===== config.mk =====
export PLATFORM = sky130hd
export DESIGN_NAME = screen_scanner
export DESIGN_NICKNAME = d
export VERILOG_FILES = /design/src/rtl/hack_pkg.sv /design/src/rtl/scan_shifter.sv /design/src/rtl/screen_scanner.sv
export SDC_FILE = /design/constraint.sdc
export NUM_CORES = 1
export LEC_CHECK = 0
export ABC_AREA = 0
export BUFFER_PORTS_ARGS = -buffer_cell sky130_fd_sc_hd__clkbuf_2
export CORE_ASPECT_RATIO = 0.75
export CORE_MARGIN = 1
export CORE_UTILIZATION = 50
export CTS_CLUSTER_DIAMETER = 60
export DETAILED_ROUTE_END_ITERATION = 12
export GPL_TIMING_DRIVEN = 0
export HOLD_SLACK_MARGIN = 0.05
export PLACE_DENSITY = 0.79
export SLEW_MARGIN = 40
export SYNTH_ARGS = -nofsm -noshare
export SYNTH_HDL_FRONTEND = slang
export SYNTH_SLANG_ARGS = --single-unit

===== constraint.sdc =====
create_clock -name clock -period 2.2 [get_ports clock]
set_input_delay 0.33 -clock clock [delete_from_list [all_inputs] [get_ports clock]]
set_output_delay 0.33 -clock clock [all_outputs]
set_load 0.02 [all_outputs]

===== src/rtl/hack_pkg.sv =====
// Shared constants and state encoding for the screen scanner.
package hack_pkg;

  localparam int RAM_WORDS     = 128;
  localparam int RAM_ADDR_W    = 7;
  localparam int WORD_W        = 16;
  localparam int WORDS_PER_ROW = 32;
  localparam int BIT_CNT_W     = 4;

  typedef enum logic [1:0] {
    ST_IDLE,
    ST_FETCH,
    ST_LOAD,
    ST_SHIFT
  } scan_state_e;

endpackage


===== src/rtl/scan_shifter.sv =====
// 16-bit pixel shift register with a bit counter; presents bit 0 first
// and flags when the last bit of the word is being presented.
module scan_shifter
  import hack_pkg::*;
(
  input  logic              clk_i,
  input  logic              rst_i,
  input  logic              load_i,
  input  logic              shift_i,
  input  logic [WORD_W-1:0] data_i,
  output logic              bit_o,
  output logic              last_o
);

  logic [WORD_W-1:0]    sr_q, sr_d;
  logic [BIT_CNT_W-1:0] cnt_q, cnt_d;

  // Load replaces the word and restarts the count; shift consumes one pixel.
  always_comb begin
    sr_d  = sr_q;
    cnt_d = cnt_q;
    if (load_i) begin
      sr_d  = data_i;
      cnt_d = '0;
    end else if (shift_i) begin
      sr_d  = {1'b0, sr_q[WORD_W-1:1]};
      cnt_d = cnt_q + BIT_CNT_W'(1);
    end
  end

  // Register the shifter state.
  always_ff @(posedge clk_i or posedge rst_i) begin
    if (rst_i) begin
      sr_q  <= '0;
      cnt_q <= '0;
    end else begin
      sr_q  <= sr_d;
      cnt_q <= cnt_d;
    end
  end

  assign bit_o  = sr_q[0];
  assign last_o = (cnt_q == '1);

endmodule


===== src/rtl/screen_scanner.sv =====
// Frame-buffer scanner: fetches each word from RAM and streams its 16
// pixels LSB first over a valid/ready handshake, flagging row ends and
// pulsing frame_done after the final pixel of the frame.
module screen_scanner #(
  parameter int RAM_WORDS     = hack_pkg::RAM_WORDS,
  parameter int WORDS_PER_ROW = hack_pkg::WORDS_PER_ROW
) (
  input  logic                          clock,
  input  logic                          reset,
  input  logic                          scan_start,
  input  logic                          scan_abort,
  input  logic [hack_pkg::WORD_W-1:0]   scan_ram_data,
  output logic [hack_pkg::RAM_ADDR_W-1:0] scan_ram_address,
  output logic                          scan_ram_read,
  output logic                          scan_pixel,
  output logic                          scan_pixel_valid,
  input  logic                          scan_pixel_ready,
  output logic                          scan_row_end,
  output logic                          scan_frame_done,
  output logic                          scan_busy
);

  import hack_pkg::*;

  localparam logic [RAM_ADDR_W-1:0] LAST_IDX = RAM_ADDR_W'(RAM_WORDS - 1);
  localparam int                    ROW_LAST = WORDS_PER_ROW - 1;

  scan_state_e           state_q;
  logic [RAM_ADDR_W-1:0] idx_q;
  logic                  read_q;
  logic                  valid_q;
  logic                  busy_q;
  logic                  done_q;

  logic shift_bit;
  logic last_bit;
  logic load;
  logic xfer;
  logic row_tail;

  // Abort gates the shifter so an abandoned word never advances.
  assign load     = (state_q == ST_LOAD) && !scan_abort;
  assign xfer     = valid_q && scan_pixel_ready && !scan_abort;
  assign row_tail = ((int'(idx_q) % WORDS_PER_ROW) == ROW_LAST);

  scan_shifter u_shifter (
    .clk_i   (clock),
    .rst_i   (reset),
    .load_i  (load),
    .shift_i (xfer),
    .data_i  (scan_ram_data),
    .bit_o   (shift_bit),
    .last_o  (last_bit)
  );

  // Scan sequencer: IDLE -> FETCH -> LOAD -> SHIFT per word, abort overrides all.
  always_ff @(posedge clock or posedge reset) begin
    if (reset) begin
      state_q <= ST_IDLE;
      idx_q   <= '0;
      read_q  <= 1'b0;
      valid_q <= 1'b0;
      busy_q  <= 1'b0;
      done_q  <= 1'b0;
    end else begin
      done_q <= 1'b0;
      if (scan_abort) begin
        state_q <= ST_IDLE;
        read_q  <= 1'b0;
        valid_q <= 1'b0;
        busy_q  <= 1'b0;
      end else begin
        case (state_q)
          ST_IDLE: begin
            if (scan_start) begin
              idx_q   <= '0;
              state_q <= ST_FETCH;
              read_q  <= 1'b1;
              busy_q  <= 1'b1;
            end
          end
          ST_FETCH: begin
            read_q  <= 1'b0;
            state_q <= ST_LOAD;
          end
          ST_LOAD: begin
            valid_q <= 1'b1;
            state_q <= ST_SHIFT;
          end
          ST_SHIFT: begin
            if (xfer && last_bit) begin
              valid_q <= 1'b0;
              if (idx_q < LAST_IDX) begin
                idx_q   <= idx_q + RAM_ADDR_W'(1);
                state_q <= ST_FETCH;
                read_q  <= 1'b1;
              end else begin
                state_q <= ST_IDLE;
                busy_q  <= 1'b0;
                done_q  <= 1'b1;
              end
            end
          end
          default: state_q <= ST_IDLE;
        endcase
      end
    end
  end

  assign scan_ram_address = idx_q;
  assign scan_ram_read    = read_q;
  assign scan_pixel_valid = valid_q;
  assign scan_pixel       = valid_q & shift_bit;
  assign scan_row_end     = valid_q & last_bit & row_tail;
  assign scan_frame_done  = done_q;
  assign scan_busy        = busy_q;

endmodule


==> flow_metrics.tcl <==
set metrics [dict create \
    yosysUniqueCellTypes 41 \
    setup_violations 0 \
    design_area_um2 2128 \
    min_period_ns 2.076 \
    place_ws_ns 0.3110 \
    final_cell_mix "45 x nand2_1, 33 x clkbuf_2, 33 x dfrtp_1" \
    nNetsFinal 276 \
    rsz0062_at_grt "false" \
    dieArea_um2 3842 \
    core_um2 3356 \
    power_density_nw_per_um2 1037 \
    ys_seq_elements 33 \
    place.gp.congestion 0.8027 \
    syn_nets 236 \
    postCtsSetupBuffers 0 \
    peakVddDrop_v 0.0005366 \
    rows 18 \
    netlist_instances 207 \
    die_x_um 71.25 \
    syn_area_per_cell_um2 8.686 \
    hold_path.class "input pin to asynchronous set/reset pin" \
    vias 1617 \
    slew-limit-headroom_pct 55.59 \
    required_ns 1.87 \
    num_antenna_cells 0 \
    cts_hold_buf 0 \
    cts_num_sinks 33 \
    grt_use_total_pct 23.37 \
    io_buffer_count 33 \
    grt_use_met2_pct 33.02 \
    power.total_uw 2206 \
    die_height_um 53.93 \
    final_util_pct 63.42 \
    cts_max_level 2 \
    global_route.usage.met1_pct 33.81 \
    root_buffer "clkbuf_8" \
    wirelength_um 3971 \
    overflow 0 \
    critPathLaunchType "flip-flop" \
    first_iter_violations 131 \
    grt_pass1_vias 1440 \
    dp_hpwl_um 2817 \
    io_pins 34 \
    final-max-slew-violation-count 0 \
    fmax_mhz 481.7 \
    clock_latency_ns 0.30 \
    clk_pin_slew_worst_paths_ns 0.08 \
    ant_nets 0 \
    drive_above_1_share_pct 21.37 \
    clockBufferDepth 2 \
    grtUsageMet3_pct 7.865 \
    first_pass_iters 8 \
    violations "DRC" \
    synth_enable_flop_cells 0 \
    postPlaceCellArea_um2 2013 \
    grt_pass1_wl_um 6624 \
    ys_async_sr_fraction_pct 100.0 \
    fillers 296 \
    seq_area_frac_synth_pct 45.93 \
    numCtsBuffers 5 \
    worstMarginPinSlew_ns 0.6652 \
    wl_per_cell_um 13.79 \
    cp-startpoint "scan_ram_address[0]" \
    cts_tree "built" \
    path_class "flip-flop to primary output" \
    crit_path_max_fanout 6 \
    synth_area_leader_cell "dfrtp_1" \
    layout_setup_ws_ns 0.1239 \
    vias_per_cell 5.615 \
    synth_top_area_share_pct 45.93 \
    yosys-top-cells-area "dfrtp_1 46%, nand2_1 9.4%, ha_1 5.6%, nor2_1 5.0%, a31oi_1 4.5%" \
    crit_arrival_ns 1.75 \
    antenna_found_initial 0 \
    cap_violations 0 \
    initial_core_util_pct 53.58 \
    leakage_uw 0.001008 \
    status "finished with violations" \
    fin_tns_setup_ns 0 \
    synth_flop_cell "dfrtp_1" \
    area_delta_synth_final_pct 18.37 \
    post-route-period-util_pct 94.37 \
    end_kind "primary output" \
    drc 2 \
    hold_violations 0 \
    cts_resized 0 \
    worstReg2RegStart "state_q[0]" \
    syn-cell-area_um2 1798 \
    layout_commonest_cell "nand2_1" \
    skew_ns 0.01006 \
    synth_warnings 0 \
    busiest_layer "met1" \
    grt_max_degree 34 \
]
[cells in the mapped netlist, types with 2 or more instances]
master and count:
nand4_1 5, xor2_1 2, and3_1 3, nand2_1 45
inv_1 4, o31ai_1 2, and4_1 2, nand2b_1 2
a31oi_1 13, nand3b_1 2, nor3_1 6, a22o_1 2
clkbuf_1 5, ha_1 8, a21oi_1 5, dfrtp_1 33
o21ai_0 5, nand3_1 7, nor2b_1 4, buf_2 6
or3_1 3, nor2_1 24
[cell families after synthesis]
kind of cell,Yosys count,synth area share [%]
compound gates,36,13.50
xor+xnor,3,1.462
fa+ha+maj,8,5.567
buf+inv,15,3.549
flops,33,45.93
mux,1,0.6263
simple gates,111,29.37
[per-layer routing]
metal  part of all wire (%)  vias to the layer above
li1                       -                      805
met1                     53                      765
met2                     40                       40
met3                    5.4                        7
met4                    1.3                        0
met5                      0                        -
[sequential cells by signal, summed over array words and instances (netlist names)]
register and cells:
u_shifter.cnt_q 4, state_q 2, u_shifter.sr_q 16, scan_busy 1
scan_ram_address 7, scan_ram_read 1, scan_pixel_valid 1, scan_frame_done 1
[critical path, cell delays in order, from the launching register on]
cell	delay (ns)
dfrtp_1	0.43
ha_1	0.29
and3_1	0.22
ha_1	0.18
and3_1	0.17
clkbuf_2	0.15
[layout make-up]
type	count	area [µm²]	area share, %
buffer	11	48.80	2.293
clock buffer	5	68.82	3.233
clock inverter	3	46.29	2.175
inverter	4	15.01	0.7055
multi-input combinational	159	908.4	42.68
sequential	33	825.8	38.80
tap	40	50.05	2.352
timing repair buffer	33	165.2	7.760
[worst paths after layout]
kind                                       endpoint  slack (ns)  depth (start not counted)
worst max-delay path                   scan_row_end        0.12                          5
worst min register to register   u_shifter.sr_q[14]        0.54                          2
max in group asynchronous             scan_ram_read        1.66                          2
worst max register to register  scan_ram_address[0]        0.29                          7
min in group clock               u_shifter.sr_q[15]        0.25                          3
worst min-delay path              u_shifter.sr_q[0]         0.1                          2
[metrics by stage]
step	hold slack, ns	cells
final	0.09921	288
after CTS	0.1330	288
after detailed placement	0.4507	280
after global routing	0.1800	288
after global placement	0.5069	280
after floorplan	0.4468	207
[power breakdown]
| group | internal [µW] | switching [µW] |
|---|---|---|
| sequential | 809 | 123 |
| combinational | 275 | 409 |
| clock | 339 | 251 |
| total | 1420 | 784 |
No activity file was read; power rests on OpenSTA's default activity.
